`config.mk`:
```
export PLATFORM = sky130hd
export DESIGN_NAME = ashift_seq_ctrl
export DESIGN_NICKNAME = d
export VERILOG_FILES = /design/src/rtl/ashift_seq_ctrl.sv
export SDC_FILE = /design/constraint.sdc
export NUM_CORES = 1
export LEC_CHECK = 0
export BUFFER_PORTS_ARGS = -buffer_cell sky130_fd_sc_hd__buf_4
export CORE_ASPECT_RATIO = 1.25
export CORE_MARGIN = 1.5
export CORE_UTILIZATION = 54
export DETAILED_ROUTE_END_ITERATION = 8
export MAX_ROUTING_LAYER = met4
export PLACE_DENSITY = 0.85
export SLEW_MARGIN = 20
export SYNTH_ARGS = -nofsm -noshare
export SYNTH_HDL_FRONTEND = slang
export SYNTH_SLANG_ARGS = --single-unit
```
`constraint.sdc`:
```
create_clock -name clk -period 2.6 [get_ports clk]
set_clock_uncertainty 0.15 [all_clocks]
set_input_delay 0.78 -clock clk [delete_from_list [all_inputs] [get_ports clk]]
set_output_delay 0.78 -clock clk [all_outputs]
set_load 0.1 [all_outputs]
```
`src/rtl/ashift_seq_ctrl.sv`:
```
// Sequenced 32-bit arithmetic shifter, one position per clock.
// Optional sticky left-shift overflow flag: define ASHIFT_SEQ_OVF_EN.
module ashift_seq_ctrl #(
  parameter int WIDTH = 32,
  parameter int AMT_W = 5
) (
  input  logic             clk,
  input  logic             reset,
  input  logic             start,
  input  logic             dir,
  input  logic [WIDTH-1:0] d_in,
  input  logic [AMT_W-1:0] amt,
  output logic             busy,
  output logic             done,
  output logic [WIDTH-1:0] result,
  output logic             ovf
);

  typedef enum logic [1:0] {
    IDLE  = 2'd0,
    SHIFT = 2'd1,
    DONE  = 2'd2
  } state_t;

  state_t           state;
  logic [WIDTH-1:0] acc;
  logic [AMT_W-1:0] cnt;
  logic             dir_q;

`ifdef ASHIFT_SEQ_OVF_EN
  logic ovf_q;
`endif

  always_ff @(posedge clk) begin
    if (reset) begin
      state <= IDLE;
      acc   <= '0;
      cnt   <= '0;
      dir_q <= 1'b0;
`ifdef ASHIFT_SEQ_OVF_EN
      ovf_q <= 1'b0;
`endif
    end else begin
      unique case (state)
        IDLE, DONE: begin
          if (start) begin
            acc   <= d_in;
            cnt   <= amt;
            dir_q <= dir;
`ifdef ASHIFT_SEQ_OVF_EN
            ovf_q <= 1'b0;
`endif
            state <= (amt == '0) ? DONE : SHIFT;
          end else begin
            state <= IDLE;
          end
        end
        SHIFT: begin
          if (dir_q) begin
            acc <= {acc[WIDTH-1], acc[WIDTH-1:1]};
          end else begin
            acc <= {acc[WIDTH-2:0], 1'b0};
`ifdef ASHIFT_SEQ_OVF_EN
            // a bit unlike the result sign is about to leave the top
            if (acc[WIDTH-1] != acc[WIDTH-2]) ovf_q <= 1'b1;
`endif
          end
          cnt <= cnt - AMT_W'(1);
          if (cnt == AMT_W'(1)) state <= DONE;
        end
        default: state <= IDLE;
      endcase
    end
  end

  assign busy   = (state == SHIFT);
  assign done   = (state == DONE);
  assign result = acc;

`ifdef ASHIFT_SEQ_OVF_EN
  assign ovf = ovf_q;
`else
  assign ovf = 1'b0;
`endif

endmodule

```
Word-level counts from Yosys, hierarchy flattened:

Index checks and enable logic that the tools add are counted.

* register bits: 40
* output and inout port bits: 35
* word-level logic and storage cells: 28

* add/sub/neg operators: 1
* equal/unequal tests: 6
* mux-type cells: 9
* reductions and logical operators: 7

Operators by type and width (number)
* 32-bit 2-to-1 mux: 2
* 32-bit one-hot mux with 2 select lines: 1
* 5-bit one-hot mux with 2 select lines: 1
* 2-bit 2-to-1 mux: 3
* 5-bit by 1-bit equality test with 1-bit output (second input constant): 1
* 5-bit zero test: 1
* 5-bit 2-to-1 mux: 1
* 5-bit by 1-bit subtractor with 5-bit output (second input constant): 1
* 2-bit != test (second input constant): 2
* 2-bit one-hot mux with 2 select lines: 1
* 2-bit AND reduction: 2
* 3-bit AND reduction: 1
* 2-bit by 1-bit equality test with 1-bit output (second input constant): 1
* 2-bit equality test (second input constant): 1
* 2-bit zero test: 1
* 2-bit by 1-bit != test with 1-bit output (second input constant): 1
* 2-bit nonzero test: 1
* 2-bit OR reduction: 1

Longest topological paths before layout:

Gate-level depths: netlist of run 1.

* word-level depth: 4
* gate-level depth with buffers: 6

Least setup slack after synthesis of run 1:

Ideal clock, no wire load.

* path kind: register to output
* start point: reg state[1]
* end point: out done
* arrival time: 1.688 ns
* required time: 1.670 ns
* slack: -0.018 ns
* stages on the path, launching flop included: 2
* cell sequence: dfxtp_1 -> nor2b_1

* word-level cells in the longest chain between the ends: 1

Ends and longest elaborated chain
* start: declaration: line 25 `state_t state;`
* start signal: assignment: line 53 `state <= (amt == '0) ? DONE : SHIFT;`
* 2-bit equality test: line 77 `assign done = (state == DONE);`
* end: declaration: line 14 `output logic done,`

Every way passes these cells.

Final worst setup path of run 1:

* start point: reg state[0]
* end point: out busy

* word-level cells in the longest chain between the ends: 1

Ends and longest elaborated chain
* 2-bit by 1-bit equality test with 1-bit output: line 76 `assign busy = (state == SHIFT);`
* end: declaration: line 13 `output logic busy,`

Every way passes these cells.

==> results.py, run 1 <==
metrics = {
    "die": {
        "dieArea_sq_um": 4482,
        "die_h_microns": 74.48,
        "coreArea_sq_um": 3847,
        "start_util": 0.5737,
        "die_x_microns": 60.18,
        "ios": 76,
        "fp-row-count": 25,
    },
    "timing": {
        "timing.final.crit_share": 0.8489,
        "slew_headroom": 0.5654,
        "rsz0062_at_grt": "no",
        "drv_slew": 0,
        "tns_ns": 0,
        "setup_viol": 0,
        "worstMarginPinSlew_ns": 0.6520,
        "hold_violations": 0,
        "fmaxAchievable_ghz": 0.4531,
        "layout_min_cycle_time_ns": 2.207,
    },
    "final_layout": {
        "area_growth_pct": 28.80,
        "final_cell_mix": "buf_4, nand2_1, dfxtp_1",
        "design_area_sq_um": 2843,
        "num_antenna_cells": 0,
        "drive_gt1_frac": 0.2913,
        "nNetsFinal": 375,
        "final_common_cell": "buf_4",
    },
    "setup_path": {
        "critPathBufInv": 2,
        "critPathSlowestCell": "dfxtp_1",
        "cp.required_ns": 1.67,
        "critPathTopFamily": "flip-flops",
        "cp_max_fo": 6,
        "path_class": "reg -> out",
        "reg2reg_to": "result[12]$_SDFFE_PP0P_",
        "endpoint_kind": "primary output",
        "path_cells": "nand2b_2 > inv_2 > buf_4",
        "slowest_delay_ns": 0.49,
        "startpoint_type": "flip-flop",
        "r2r-start": "state[1]$_SDFFE_PP0P_",
        "reg2reg_slack_ns": 0.81,
        "arrival_ns": 1.28,
        "reg2regPathDepth": 4,
    },
    "placed_design": {
        "portBuffers": 74,
        "dp_hpwl_microns": 3700,
        "place_area_sq_um": 2716,
        "globalplace.congestion": 0.8313,
    },
    "drt": {
        "dr_total_vias": 2269,
        "via_per_inst": 5.863,
        "wl_per_cell_microns": 14.19,
        "antenna_left": 0,
        "drt_iter0_drc": 167,
        "drc": 0,
        "drt-total-wl_microns": 5492,
        "first_pass_iters": 4,
    },
    "clocking": {
        "cts_tree": "yes",
        "clk_latency_ns": 0.30,
        "clock_path_buffers": 2,
        "cts-hold-fix-buffers": 0,
        "cts_buffers": 5,
        "cts_root_buffer": "clkbuf_8",
        "post_cts_resized": 0,
        "cts_sinks": 40,
        "post_cts_buffers": 0,
        "clk_pin_slew_ns": 0.08,
        "htree_levels": 2,
    },
    "pwr": {
        "p_comb_frac": 0.397,
        "power.internal_mw": 1.260,
        "p_leak_nw": 1.156,
        "p_sw_mw": 0.9351,
        "p_clk_frac": 0.256,
        "irDropWorstVdd_mv": 0.4451,
        "p_seq_frac": 0.347,
        "power.total_mw": 2.195,
        "power.density_nw_per_um2": 772.0,
        "p_sw_frac": 0.4261,
    },
    "run_status": {
        "outcome": "complete, no violations",
    },
    "grt": {
        "overflow": 0,
        "grt_pass1_vias": 2007,
        "grt_pass1_wl_microns": 8618,
        "grt_max_degree": 70,
        "antenna_found_initial": 0,
        "grt_util_all_layers": 0.2580,
    },
    "synthesis": {
        "yosysUniqueCellTypes": 29,
        "yosysWarnings": 0,
        "synth-seq-area-share": 0.3628,
        "synth_nets": 313,
        "syn_inst": 270,
        "syn_area_sq_um": 2207,
        "syn_avg_cell_area_sq_um": 8.175,
        "ys_ff_latch": 40,
    },
    "worst_hold_path": {
        "worstHoldStart": "result[7]$_SDFFE_PP0P_",
        "hold_class": "reg -> reg",
        "whs_endpoint": "result[7]$_SDFFE_PP0P_",
        "whs_path_depth": 2,
    },
    "run": {
        "drv_cap": 0,
    },
}
## cells in the mapped netlist
cell / instances / share of area
or3_1: 1 / 0.0028
nor2b_2: 1 / 0.0040
nor2b_1: 32 / 0.091
nor4_2: 1 / 0.0057
a22oi_1: 1 / 0.0034
a21oi_1: 8 / 0.018
a32oi_1: 1 / 0.0040
dfxtp_1: 40 / 0.36
o21ai_0: 2 / 0.0045
nor3_1: 2 / 0.0045
conb_1: 1 / 0.0017
nand2b_1: 3 / 0.0085
o22a_1: 1 / 0.0040
inv_2: 1 / 0.0017
inv_1: 2 / 0.0034
a211oi_1: 31 / 0.11
nor4_1: 1 / 0.0028
buf_4: 5 / 0.017
or4_1: 1 / 0.0034
ha_1: 2 / 0.011
buf_6: 9 / 0.046
nor4b_1: 1 / 0.0040
o311ai_0: 1 / 0.0040
nand2_1: 63 / 0.11
clkbuf_1: 7 / 0.012
a221oi_1: 2 / 0.0079
a311oi_1: 31 / 0.12
buf_2: 7 / 0.016
nor2_1: 12 / 0.020
## cell type report
type	count	area, sq um
Multi-Input combinational cell	199	1200
Fill cell	325	1005
Sequential cell	40	802.0
Timing Repair Buffer	83	635.6
Clock buffer	7	96.34
Tap cell	54	67.56
Clock inverter	1	30.03
Inverter	3	11.26
## worst min-delay path, cell delays in order, from the launching register on
cell	delay, ns
dfxtp_1	0.34
nand2_1	0.06
a311oi_1	0.08
## registers in the layout, indices dropped and copies added (netlist names)
| register | count |
|---|---|
| cnt | 5 |
| result | 32 |
| dir_q | 1 |
| state | 2 |
## layer usage
metal / wire length [microns] / vias to the layer above / part of all wire / GRT usage
li1: - / 1104 / - / -
met1: 2369 / 1068 / 0.43 / 0.3090
met2: 2733 / 89 / 0.50 / 0.4118
met3: 295 / 8 / 0.054 / 0.05043
met4: 93 / 0 / 0.017 / 0.1210
met5: 0 / - / 0 / -
## power by group through the flow
stage / Clock, mW / Combinational [mW] / Sequential, mW
after global placement: 0 / 0.861 / 0.773
final: 0.561 / 0.871 / 0.762
after CTS: 0.567 / 0.873 / 0.760
after detailed placement: 0 / 0.870 / 0.773
after global routing: 0.589 / 0.919 / 0.772
after floorplan: 0 / 0.301 / 1.16
## stage by stage
stage / cells / util / hold slack [ns] / worst slack [ns]
after floorplan: 270 / - / 0.3197 / 0.5064
after global placement: 379 / 0.7060 / 0.3432 / 0.3962
after detailed placement: 379 / 0.7060 / 0.3638 / 0.3866
after CTS: 387 / 0.7389 / 0.3757 / 0.3924
after global routing: 387 / 0.7389 / 0.3992 / 0.3516
final: 387 / 0.7389 / 0.3725 / 0.3929
## worst max path at each step
| stage | slack, ns | cells past startpoint | from | end |
|---|---|---|---|---|
| final | 0.39 | 3 | state[0]$_SDFFE_PP0P_ | busy |
| after global routing | 0.35 | 3 | state[0]$_SDFFE_PP0P_ | busy |
| after CTS | 0.39 | 3 | state[0]$_SDFFE_PP0P_ | busy |
| after detailed placement | 0.39 | 5 | start | cnt[0]$_SDFFE_PP0P_ |
| after global placement | 0.40 | 5 | start | cnt[0]$_SDFFE_PP0P_ |
| after floorplan | 0.51 | 1 | state[1]$_SDFFE_PP0P_ | done |
## logic make-up (layout without fill, tap and decap cells)
logic type	after synthesis	count (layout)	synth area share
AND/OR/NAND/NOR	118	118	0.2540
AO/OA/AOI/OAI	78	78	0.2744
flip-flops	40	40	0.3628
buffers and inverters	31	94	0.09581
adder cells (fa/ha/maj)	2	2	0.01134
other	1	1	0.001699
(Power assumes the default switching activity.)
==> run 2: changes to the inputs <==
Settings changed: CORE_UTILIZATION 54 to 45, PLACE_DENSITY 0.85 to 0.76.
Clock period 2.6 ns to 1.8 ns, I/O delays scaled along.
==> run 2 against run 1 <==
Effect of this change: clock-buffer cell count is 1 higher; sequential power is 43% higher; die area is 19% higher; core utilization is 13 points lower; register-to-register slack worse by 0.56 ns; design area is 1.5% higher; final cell count is 2.3% higher; power is 36% higher; via count is 3.3% lower; largest cell class unchanged; largest power group unchanged.
==> results.py, run 2 (synthesis results as in run 1) <==
metrics = {
    "run_status": {
        "outcome": "complete, no violations",
    },
    "grt": {
        "overflow": 0,
        "grt_util_all_layers": 0.2128,
        "grt_max_degree": 70,
        "antenna_found_initial": 0,
        "grt_pass1_vias": 2048,
        "grt_pass1_wl_microns": 8838,
    },
    "pwr": {
        "p_leak_nw": 1.166,
        "power.density_nw_per_um2": 1036,
        "irDropWorstVdd_mv": 0.6264,
    },
    "timing": {
        "hold_violations": 0,
        "layout_min_cycle_time_ns": 1.787,
        "rsz0062_at_grt": "yes",
        "timing.final.crit_share": 0.9926,
        "fmaxAchievable_ghz": 0.5597,
        "drv_slew": 0,
        "setup_viol": 0,
    },
    "setup_path": {
        "startpoint_type": "flip-flop",
        "critPathBufInv": 2,
        "reg2reg_slack_ns": 0.25,
        "critPathTopFamily": "flip-flops",
        "reg2regPathDepth": 5,
        "critPathSlowestCell": "dfxtp_1",
        "reg2reg_to": "result[16]$_SDFFE_PP0P_",
        "path_class": "reg -> out",
        "cp_max_fo": 4,
        "arrival_ns": 1.10,
        "cp.required_ns": 1.11,
        "path_cells": "nand2b_2 > inv_2 > buf_12",
        "endpoint_kind": "primary output",
        "slowest_delay_ns": 0.33,
        "r2r-start": "state[0]$_SDFFE_PP0P_",
    },
    "die": {
        "start_util": 0.4667,
        "ios": 76,
        "die_h_microns": 81.30,
        "coreArea_sq_um": 4730,
        "fp-row-count": 28,
        "die_x_microns": 65.64,
        "dieArea_sq_um": 5337,
    },
    "worst_hold_path": {
        "whs_endpoint": "dir_q$_SDFFE_PP0P_",
        "hold_class": "in -> reg",
        "worstHoldStart": "dir",
        "whs_path_depth": 3,
    },
    "placed_design": {
        "portBuffers": 74,
        "place_area_sq_um": 2764,
        "dp_hpwl_microns": 3635,
        "globalplace.congestion": 0.8732,
    },
    "clocking": {
        "cts_sinks": 40,
        "clk_latency_ns": 0.28,
        "clk_pin_slew_ns": 0.07,
        "cts_buffers": 5,
        "cts_root_buffer": "clkbuf_8",
        "cts_tree": "yes",
        "post_cts_buffers": 0,
        "clock_path_buffers": 2,
        "htree_levels": 2,
    },
    "final_layout": {
        "final_common_cell": "buf_4",
        "multi_input_area_sq_um": 1205,
        "seq_area_sq_um": 803.3,
        "area_growth_pct": 30.67,
        "design_area_sq_um": 2884,
        "num_antenna_cells": 0,
        "final_core_util": 0.6098,
        "final_cell_mix": "buf_4, nand2_1, dfxtp_1",
        "nFillCells": 454,
        "drive_gt1_frac": 0.2946,
        "nNetsFinal": 378,
        "largest_register_ffs": 32,
    },
    "drt": {
        "drc": 0,
        "first_pass_iters": 4,
        "drt-total-wl_microns": 5388,
        "drt_iter0_drc": 140,
        "antenna_left": 0,
        "via_per_inst": 5.543,
        "wl_per_cell_microns": 13.61,
        "dr_total_vias": 2195,
    },
    "run": {
        "drv_cap": 0,
    },
}
==> run 2: cell types whose count changed in the layout (fill, tap and decap cells not counted), sizes merged <==
cell	previous run	this run
buf	83	86
bufinv	1	0
clkbuf	7	8
==> run 2: final cells by class <==
| class | instances | area share |
|---|---|---|
| tap | 60 | 0.02603 |
| multi-input combinational | 199 | 0.4178 |
| sequential | 40 | 0.2785 |
| clock buffer | 8 | 0.03124 |
| timing repair buffer | 86 | 0.2425 |
| inverter | 3 | 0.003905 |
==> run 2: per-layer routing <==
metal  wire [microns]  global-route usage  up-vias  part of all wire
met2             2681              0.3646       60              0.50
met1             2406              0.2545     1017              0.45
met5                0                   -        -                 0
li1                 -                   -     1114                 -
met3              262             0.05125        4             0.049
met4               37             0.04167        0            0.0069
==> run 2: worst max path at each step <==
| stage | from | end | cells past startpoint |
|---|---|---|---|
| finish | state[1]$_SDFFE_PP0P_ | busy | 3 |
| global route | state[1]$_SDFFE_PP0P_ | busy | 3 |
| CTS | state[1]$_SDFFE_PP0P_ | busy | 3 |
| detailed placement | amt[2] | state[0]$_SDFFE_PP0P_ | 5 |
| global placement | amt[2] | state[0]$_SDFFE_PP0P_ | 5 |
| floorplan | state[0]$_SDFFE_PP0P_ | cnt[0]$_SDFFE_PP0P_ | 6 |
==> run 2: worst min-delay path, cell delays in order <==
cell     delay, ns
buf_4         0.11
nand2_1       0.04
a21oi_1       0.05
==> run 2: repair_timing <==
item                                    4_1_cts  5_1_grt
endpoints found under the setup margin        2        2
resized for setup                             4        4
hold buffers                                  0        0
==> run 2: power breakdown <==
group	switching, mW	internal (mW)	leakage, nW
registers	0.104	0.988	0.332
logic	0.927	0.366	0.789
clock network	0.291	0.313	0.0455
total	1.32	1.67	1.17
==> run 2: per-stage QoR <==
stage	total power [mW]	setup slack, ns	std cells	setup TNS (ns)	hold WS, ns
after detailed placement	2.395	0.02362	388	0	0.3532
after CTS	3.006	-0.003292	396	-0.003292	0.3431
after global routing	3.145	-0.02994	396	-0.02994	0.3331
after global placement	2.378	0.04509	388	0	0.3388
after floorplan	2.115	0.05226	270	0	0.3197
final	2.988	0.01324	396	0	0.3463
